**src/rtl/ddr3_train_pkg.sv**
```systemverilog
// Shared definitions for the DDR3 lane training controllers.
//   train_state_e : read-training sequencer states
//   MPR_PATTERN   : default word returned by an MPR readout on one lane
//   TRAIN_TAP_W   : width of the IOD delay tap counter, common to all lane controllers
package ddr3_train_pkg;

  localparam int         TRAIN_TAP_W = 7;
  localparam logic [7:0] MPR_PATTERN = 8'h55;

  typedef enum logic [3:0] {
    S_IDLE,
    S_LOAD,
    S_CLR,
    S_SETTLE,
    S_SAMPLE,
    S_EVAL,
    S_STEP,
    S_CALC,
    S_CENTER,
    S_DONE,
    S_FAIL
  } train_state_e;

endpackage

```
**src/rtl/train_window_tracker.sv**
```systemverilog
// Tracks the current run of passing taps and the best (widest, earliest) window.
//   fab_clk_i, reset_n_i : clock, synchronous active-low reset
//   clear_i              : wipe run and best window (start of a new training)
//   strobe_i             : one-cycle evaluation of the tap just sampled
//   pass_i               : result of that tap
//   close_i              : sweep ends at this tap; close any open run
//   cur_tap_i            : tap being evaluated
//   win_start_o          : first tap of the best window
//   win_width_o          : width of the best window (0 = none)
module train_window_tracker
  import ddr3_train_pkg::*;
#(
  parameter int TAP_W = TRAIN_TAP_W
) (
  input  logic             fab_clk_i,
  input  logic             reset_n_i,
  input  logic             clear_i,
  input  logic             strobe_i,
  input  logic             pass_i,
  input  logic             close_i,
  input  logic [TAP_W-1:0] cur_tap_i,
  output logic [TAP_W-1:0] win_start_o,
  output logic [TAP_W:0]   win_width_o
);

  localparam int           TAP_W1  = TAP_W + 1;
  localparam logic [TAP_W:0] WID_ONE = TAP_W1'(1);

  logic             run_open_q,   run_open_d;
  logic [TAP_W-1:0] run_start_q,  run_start_d;
  logic [TAP_W:0]   run_len_q,    run_len_d;
  logic [TAP_W-1:0] best_start_q, best_start_d;
  logic [TAP_W:0]   best_width_q, best_width_d;

  logic [TAP_W-1:0] cand_start;
  logic [TAP_W:0]   cand_len;
  logic             ending;

  always_comb begin
    run_open_d   = run_open_q;
    run_start_d  = run_start_q;
    run_len_d    = run_len_q;
    best_start_d = best_start_q;
    best_width_d = best_width_q;
    cand_start   = run_start_q;
    cand_len     = run_len_q;
    ending       = 1'b0;

    if (clear_i) begin
      run_open_d   = 1'b0;
      run_start_d  = '0;
      run_len_d    = '0;
      best_start_d = '0;
      best_width_d = '0;
    end else if (strobe_i) begin
      if (pass_i) begin
        if (run_open_q) begin
          cand_len = run_len_q + WID_ONE;
        end else begin
          cand_start = cur_tap_i;
          cand_len   = WID_ONE;
        end
        // a passing last tap still ends the run, including itself
        ending = close_i;
      end else begin
        ending = run_open_q;
      end
      run_start_d = cand_start;
      run_len_d   = cand_len;
      run_open_d  = pass_i && !close_i;
      // strict compare keeps the earlier window on a tie
      if (ending && (cand_len > best_width_q)) begin
        best_start_d = cand_start;
        best_width_d = cand_len;
      end
    end
  end

  always_ff @(posedge fab_clk_i) begin
    if (!reset_n_i) begin
      run_open_q   <= 1'b0;
      run_start_q  <= '0;
      run_len_q    <= '0;
      best_start_q <= '0;
      best_width_q <= '0;
    end else begin
      run_open_q   <= run_open_d;
      run_start_q  <= run_start_d;
      run_len_q    <= run_len_d;
      best_start_q <= best_start_d;
      best_width_q <= best_width_d;
    end
  end

  assign win_start_o = best_start_q;
  assign win_width_o = best_width_q;

endmodule

```
**src/rtl/ddr3_lane_read_train_ctrl.sv**
```systemverilog
// Read-training sequencer for one DDR3 DQ lane. Sweeps the IOD input delay
// from tap 0 upward, scores each tap against the MPR pattern and eye-monitor
// flags, then walks the delay back to the centre of the widest passing window.
//   fab_clk_i, reset_n_i         : fabric clock, synchronous active-low reset
//   train_start_i                : start pulse (accepted in IDLE/DONE/FAIL)
//   rx_valid_i, rx_data_i        : deserialised lane data and qualifier
//   eye_monitor_early/late_i     : eye-monitor flags, any assertion fails the tap
//   delay_line_out_of_range_i    : delay line saturated
//   delay_line_load/move/direction_o, eye_monitor_clear_flags_o : IOD controls
//   train_busy/done/fail_o       : status to the training arbiter
//   win_start_o, win_width_o     : best window found
//   final_tap_o                  : tap the delay line was parked at
//
// state    | meaning
// ---------+-------------------------------------------------------------
// S_IDLE   | waiting for train_start_i
// S_LOAD   | delay line load pulse, tap returns to 0
// S_CLR    | eye-monitor clear pulse, per-tap counters and pass flag reset
// S_SETTLE | let the delay line settle after a change
// S_SAMPLE | compare valid words and watch eye flags, bounded by timeout
// S_EVAL   | window bookkeeping, decide step or finish sweep
// S_STEP   | increment move pulse
// S_CALC   | check window width, compute centre target
// S_CENTER | decrement toward target, one pulse every second cycle
// S_DONE   | success, holding final tap
// S_FAIL   | failure, holding final tap
module ddr3_lane_read_train_ctrl
  import ddr3_train_pkg::*;
#(
  parameter int         TAP_W         = TRAIN_TAP_W,
  parameter int         MAX_TAP       = 127,
  parameter int         SETTLE_CYCLES = 8,
  parameter int         SAMPLES       = 16,
  parameter logic [7:0] EXP_PATTERN   = MPR_PATTERN,
  parameter int         MIN_WINDOW    = 4,
  parameter int         TIMEOUT       = 1024
) (
  input  logic             fab_clk_i,
  input  logic             reset_n_i,
  input  logic             train_start_i,
  input  logic             rx_valid_i,
  input  logic [7:0]       rx_data_i,
  input  logic             eye_monitor_early_i,
  input  logic             eye_monitor_late_i,
  input  logic             delay_line_out_of_range_i,
  output logic             delay_line_load_o,
  output logic             delay_line_move_o,
  output logic             delay_line_direction_o,
  output logic             eye_monitor_clear_flags_o,
  output logic             train_busy_o,
  output logic             train_done_o,
  output logic             train_fail_o,
  output logic [TAP_W-1:0] win_start_o,
  output logic [TAP_W:0]   win_width_o,
  output logic [TAP_W-1:0] final_tap_o
);

  localparam int TAP_W1 = TAP_W + 1;
  localparam int SET_W  = $clog2(SETTLE_CYCLES + 1);
  localparam int SMP_W  = $clog2(SAMPLES + 1);
  localparam int TO_W   = $clog2(TIMEOUT + 1);

  localparam logic [SET_W-1:0] SETTLE_LD = SET_W'(SETTLE_CYCLES - 1);
  localparam logic [SET_W-1:0] SET_ONE   = SET_W'(1);
  localparam logic [SMP_W-1:0] SMP_LD    = SMP_W'(SAMPLES);
  localparam logic [SMP_W-1:0] SMP_ONE   = SMP_W'(1);
  localparam logic [TO_W-1:0]  TO_LD     = TO_W'(TIMEOUT - 1);
  localparam logic [TO_W-1:0]  TO_ONE    = TO_W'(1);
  localparam logic [TAP_W-1:0] MAX_TAP_T = TAP_W'(MAX_TAP);
  localparam logic [TAP_W-1:0] TAP_ONE   = TAP_W'(1);
  localparam logic [TAP_W:0]   WID_ONE   = TAP_W1'(1);
  localparam logic [TAP_W:0]   MIN_WIN_T = TAP_W1'(MIN_WINDOW);

  train_state_e     state_q, state_d;
  logic             load_q, load_d;
  logic             move_q, move_d;
  logic             dir_q, dir_d;
  logic             clr_q, clr_d;
  logic             busy_q, busy_d;
  logic             done_q, done_d;
  logic             fail_q, fail_d;
  logic [TAP_W-1:0] final_tap_q, final_tap_d;
  logic [TAP_W-1:0] cur_tap_q, cur_tap_d;
  logic [TAP_W-1:0] target_q, target_d;
  logic [SET_W-1:0] settle_cnt_q, settle_cnt_d;
  logic [SMP_W-1:0] smp_cnt_q, smp_cnt_d;
  logic [TO_W-1:0]  to_cnt_q, to_cnt_d;
  logic             tap_pass_q, tap_pass_d;
  logic             phase_q, phase_d;
  logic             oor_prev_q;

  logic             win_clear, win_strobe, win_close;
  logic [TAP_W-1:0] win_start;
  logic [TAP_W:0]   win_width;
  logic [TAP_W:0]   half_w, target_sum;
  logic             oor_rise;

  train_window_tracker #(
    .TAP_W (TAP_W)
  ) u_window (
    .fab_clk_i   (fab_clk_i),
    .reset_n_i   (reset_n_i),
    .clear_i     (win_clear),
    .strobe_i    (win_strobe),
    .pass_i      (tap_pass_q),
    .close_i     (win_close),
    .cur_tap_i   (cur_tap_q),
    .win_start_o (win_start),
    .win_width_o (win_width)
  );

  // centre rounds down: start + floor((width-1)/2)
  assign half_w     = (win_width - WID_ONE) >> 1;
  assign target_sum = {1'b0, win_start} + half_w;
  assign oor_rise   = delay_line_out_of_range_i & ~oor_prev_q;

  always_comb begin
    state_d      = state_q;
    load_d       = 1'b0;
    move_d       = 1'b0;
    dir_d        = dir_q;
    clr_d        = 1'b0;
    cur_tap_d    = cur_tap_q;
    target_d     = target_q;
    settle_cnt_d = settle_cnt_q;
    smp_cnt_d    = smp_cnt_q;
    to_cnt_d     = to_cnt_q;
    tap_pass_d   = tap_pass_q;
    phase_d      = phase_q;
    final_tap_d  = final_tap_q;
    win_clear    = 1'b0;
    win_strobe   = 1'b0;
    win_close    = 1'b0;

    unique case (state_q)
      S_IDLE, S_DONE, S_FAIL: begin
        if (train_start_i) begin
          state_d     = S_LOAD;
          load_d      = 1'b1;
          cur_tap_d   = '0;
          final_tap_d = '0;
          win_clear   = 1'b1;
        end
      end
      S_LOAD: begin
        state_d   = S_CLR;
        clr_d     = 1'b1;
        cur_tap_d = '0;
      end
      S_CLR: begin
        state_d      = S_SETTLE;
        settle_cnt_d = SETTLE_LD;
        smp_cnt_d    = SMP_LD;
        to_cnt_d     = TO_LD;
        tap_pass_d   = 1'b1;
      end
      S_SETTLE: begin
        if (settle_cnt_q == '0) begin
          state_d = S_SAMPLE;
        end else begin
          settle_cnt_d = settle_cnt_q - SET_ONE;
        end
      end
      S_SAMPLE: begin
        if (eye_monitor_early_i || eye_monitor_late_i) begin
          tap_pass_d = 1'b0;
        end
        if (rx_valid_i) begin
          smp_cnt_d = smp_cnt_q - SMP_ONE;
          if (rx_data_i != EXP_PATTERN) begin
            tap_pass_d = 1'b0;
          end
        end
        if (rx_valid_i && (smp_cnt_q == SMP_ONE)) begin
          state_d = S_EVAL;
        end else if (to_cnt_q == '0) begin
          tap_pass_d = 1'b0;
          state_d    = S_EVAL;
        end else begin
          to_cnt_d = to_cnt_q - TO_ONE;
        end
      end
      S_EVAL: begin
        win_strobe = 1'b1;
        win_close  = (cur_tap_q == MAX_TAP_T) || delay_line_out_of_range_i;
        if (win_close) begin
          state_d = S_CALC;
        end else begin
          state_d   = S_STEP;
          move_d    = 1'b1;
          dir_d     = 1'b1;
          cur_tap_d = cur_tap_q + TAP_ONE;
        end
      end
      S_STEP: begin
        state_d = S_CLR;
        clr_d   = 1'b1;
      end
      S_CALC: begin
        phase_d = 1'b0;
        if (win_width < MIN_WIN_T) begin
          state_d     = S_FAIL;
          final_tap_d = cur_tap_q;
        end else begin
          state_d  = S_CENTER;
          target_d = target_sum[TAP_W-1:0];
        end
      end
      S_CENTER: begin
        if (oor_rise) begin
          state_d     = S_FAIL;
          final_tap_d = cur_tap_q;
        end else if (cur_tap_q == target_q) begin
          state_d     = S_DONE;
          final_tap_d = cur_tap_q;
        end else if (!phase_q) begin
          move_d    = 1'b1;
          dir_d     = 1'b0;
          cur_tap_d = cur_tap_q - TAP_ONE;
          phase_d   = 1'b1;
        end else begin
          phase_d = 1'b0;
        end
      end
      default: state_d = S_IDLE;
    endcase

    busy_d = !(state_d inside {S_IDLE, S_DONE, S_FAIL});
    done_d = (state_d == S_DONE);
    fail_d = (state_d == S_FAIL);
  end

  always_ff @(posedge fab_clk_i) begin
    if (!reset_n_i) begin
      state_q      <= S_IDLE;
      load_q       <= 1'b0;
      move_q       <= 1'b0;
      dir_q        <= 1'b0;
      clr_q        <= 1'b0;
      busy_q       <= 1'b0;
      done_q       <= 1'b0;
      fail_q       <= 1'b0;
      final_tap_q  <= '0;
      cur_tap_q    <= '0;
      target_q     <= '0;
      settle_cnt_q <= '0;
      smp_cnt_q    <= '0;
      to_cnt_q     <= '0;
      tap_pass_q   <= 1'b0;
      phase_q      <= 1'b0;
      oor_prev_q   <= 1'b0;
    end else begin
      state_q      <= state_d;
      load_q       <= load_d;
      move_q       <= move_d;
      dir_q        <= dir_d;
      clr_q        <= clr_d;
      busy_q       <= busy_d;
      done_q       <= done_d;
      fail_q       <= fail_d;
      final_tap_q  <= final_tap_d;
      cur_tap_q    <= cur_tap_d;
      target_q     <= target_d;
      settle_cnt_q <= settle_cnt_d;
      smp_cnt_q    <= smp_cnt_d;
      to_cnt_q     <= to_cnt_d;
      tap_pass_q   <= tap_pass_d;
      phase_q      <= phase_d;
      oor_prev_q   <= delay_line_out_of_range_i;
    end
  end

  assign delay_line_load_o         = load_q;
  assign delay_line_move_o         = move_q;
  assign delay_line_direction_o    = dir_q;
  assign eye_monitor_clear_flags_o = clr_q;
  assign train_busy_o              = busy_q;
  assign train_done_o              = done_q;
  assign train_fail_o              = fail_q;
  assign win_start_o               = win_start;
  assign win_width_o               = win_width;
  assign final_tap_o               = final_tap_q;

endmodule

```
**config.mk**
```make
export PLATFORM = sky130hd
export DESIGN_NAME = ddr3_lane_read_train_ctrl
export DESIGN_NICKNAME = d
export VERILOG_FILES = /design/src/rtl/ddr3_train_pkg.sv /design/src/rtl/train_window_tracker.sv /design/src/rtl/ddr3_lane_read_train_ctrl.sv
export SDC_FILE = /design/constraint.sdc
export NUM_CORES = 1
export LEC_CHECK = 0
export ABC_AREA = 1
export BUFFER_PORTS_ARGS = -buffer_cell sky130_fd_sc_hd__buf_2
export CORE_MARGIN = 2
export CORE_UTILIZATION = 50
export CTS_CLUSTER_SIZE = 12
export DETAILED_ROUTE_END_ITERATION = 8
export GPL_ROUTABILITY_DRIVEN = 1
export GPL_TIMING_DRIVEN = 0
export PLACE_DENSITY = 0.69
export SYNTH_ARGS = -nofsm -noshare
export SYNTH_HDL_FRONTEND = slang
export SYNTH_SLANG_ARGS = --single-unit
```
**constraint.sdc**
```tcl
create_clock -name fab_clk_i -period 6.2 [get_ports fab_clk_i]
set_input_delay 1.24 -clock fab_clk_i [delete_from_list [all_inputs] [get_ports fab_clk_i]]
set_output_delay 1.24 -clock fab_clk_i [all_outputs]
set_load 0.1 [all_outputs]
```
==> out/qor.txt <==
Status - finished clean
Setup_tns - 0 ns
Post-DP HPWL - 9340 um
Crit path time final - 2.92 ns
Final worst path period share - 0.472
Area growth, synth to finish - 11.9%
Worst hold slack - 0.477 ns
Post-CTS Setup Inserts - 0
Share of the synthesized area in the top cell type - 0.347
Maximum number of pins on one net before global-route repair - 14
Slew margin rel. - 0.598
Hold WC Path Type - register to register
VDD IR-drop max - 0.228 mV
DR vias/cell - 5.04
PortBufs - 43
LEAKAGE - 2.56 nW
Die Wd - 104 um
Pwr dens - 386 nW/um^2
Seq/Total Area, Yosys - 0.347
CTS H-tree depth - 3
Clk sinks - 86
CTS Hold Bufs - 0
Clock latency at the later pin of the worst-skew pair - 0.38 ns
DP Worst Slack - 3.30 ns
Worst Skew - 0.0160 ns
First-pass GRT wire length - 20700 um
Final ANT Viol Nets - 0
TritonCTS clock tree - built
Dpl cell area - 5350 sq um
Initial Utilization - 0.511
Chip height - 104 um
Diode count - 0
Total CTS buffers - 9
Final wirelength - 12200 um
Final Hold Viols - 0
IO Pins - 44
Setup crit end kind - register
Syn nets - 791
Synth unique cells - 38
Worst path arrival time - 3.20 ns
Required time of the critical path - 6.48 ns
Max clock buf depth - 2
Routed len/inst - 13.0 um
YS warnings - 0
Clock transition at path regs - 0.09 ns
Fin area - 5560 sq um
Core ar. - 9730 sq um
Max FO, Critical Path - 10
Gate Count Post-Synth - 749
Layout cells sized above 1 - 0.125
GP Congestion - 0.940
Die ar. - 10800 sq um
Max Fclk - 342 MHz
Starting DRT DRC Count - 196
RSZ-0062 raised after global routing - no
Max_cap viols - 0
R2R depth - 17
Critical path type - register to register
Mapped cell area - 4970 sq um
Total number of vias - 4740
Tot GR Track Use - 0.234
Yosys top cell by area - dfxtp_1
Via count of the first global-routing pass - 4420
Startpoint types - register
Clock tree root buffer cell - clkbuf_8
Nets - 845
Global route overflow - 0
Final setup fails - 0
#FFs+latches synth - 86
Initial antenna violation count - 0
Hold Path Depth - 2
# DRC - 0
Synth area leaders - dfxtp_1 (35%), nand2_1 (13%), nor2_1 (9.0%)
Cells resized by post-CTS repair - 0
Worst slew pin tran - 0.602 ns
Max Slew Vio Count - 0
Reg2reg setup slack - 3.28 ns
Setup ws final - 3.28 ns
Pre-antenna DRT Iters - 4
Syn Area/Cell - 6.63 sq um
Row count - 36
==> area by class of cell <==
cell class / instances / area [sq um]
Timing Repair Buffer: 43 / 215
Multi-Input combinational cell: 550 / 2790
Sequential cell: 86 / 1720
Fill cell: 1009 / 4170
Clock inverter: 3 / 42.5
Tap cell: 133 / 166
Inverter: 96 / 364
Clock buffer: 12 / 165
Buffer: 17 / 97.6
==> critical path: stages (launching register included) <==
cell	delay, ns
dfxtp_1	0.30
buf_2	0.20
inv_2	0.09
nor2_1	0.15
nand2_1	0.10
nor3_1	0.27
nand3_1	0.11
nand3_1	0.17
inv_1	0.06
ha_1	0.29
nand2_1	0.10
nor2_1	0.06
and2_1	0.15
nor3_2	0.20
nand2_2	0.13
buf_2	0.21
o21ai_0	0.17
nor2_1	0.07
==> cell usage after synthesis, drive strengths merged <==
master,number
clkbuf,7
buf,10
ha,25
xor2,13
nor2,127
a21oi,72
and2,2
a311oi,1
xnor2,13
o22ai,1
nand3b,1
nand3,33
o31ai,1
a211oi,1
o21ai,47
fa,2
nand2,185
or2,3
a31oi,1
o211ai,1
o21a,2
dfxtp,86
inv,95
nand4,9
clkinv,1
and3,1
nor3,9
==> registers in the layout, summed over array words and instances, names as in the netlist, 4 cells and up <==
signal	flops
final_tap_o	7
settle_cnt_q	4
cur_tap_q	7
to_cnt_q	11
smp_cnt_q	5
target_q	7
u_window.run_start_q	7
state_q	4
u_window.win_start_o	7
u_window.run_len_q	8
u_window.win_width_o	8
==> cells in the final DEF (no fill, tap or decap), types with 7 or more instances in the layout <==
cell type	count
dfxtp_1	86
nand2_1	178
clkbuf_8	12
inv_1	85
buf_2	49
nand2_2	7
a21oi_1	72
xor2_1	13
nor3_1	8
inv_2	9
xnor2_1	13
nand4_1	9
nand3_1	33
o21ai_0	41
ha_1	25
nor2_1	119
clkbuf_1	7
==> per-stage QoR <==
stage,total power (W),utilization,cells
global placement,0.00170,0.550,925
CTS,0.00214,0.571,940
global route,0.00229,0.571,940
detailed placement,0.00173,0.550,925
finish,0.00214,0.571,940
floorplan,0.00154,-,749
==> power by group <==
| group | switching (W) | internal [W] |
|---|---|---|
| combinational | 0.000715 | 0.000294 |
| sequential | 0.0000688 | 0.000645 |
| clock | 0.000206 | 0.000217 |
| total | 0.000989 | 0.00115 |
==> final timing paths <==
path | to | from
setup / recovery | u_window.win_width_o[4] | tap_pass_q
hold / removal | target_q[0] | target_q[0]
setup reg to reg | u_window.win_width_o[4] | tap_pass_q
hold reg to reg | target_q[0] | target_q[0]
==> metal layers <==
layer	up-vias	global-route usage	wire length, um
li1	2486	-	-
met5	-	0	0
met2	98	0.385	5640
met4	0	0.0985	308
met3	26	0.0340	487
met1	2130	0.309	5800
==> cells by family after synthesis <==
| family | share of synthesized area |
|---|---|
| AOI/OAI and AO/OA | 0.132 |
| xor gates and xnor gates | 0.0458 |
| adders and majority gates | 0.0710 |
| buffers and inverters | 0.0929 |
| DFF | 0.347 |
| and+or+nand+nor | 0.311 |
Note: power is estimated with default switching activity, not from simulation.
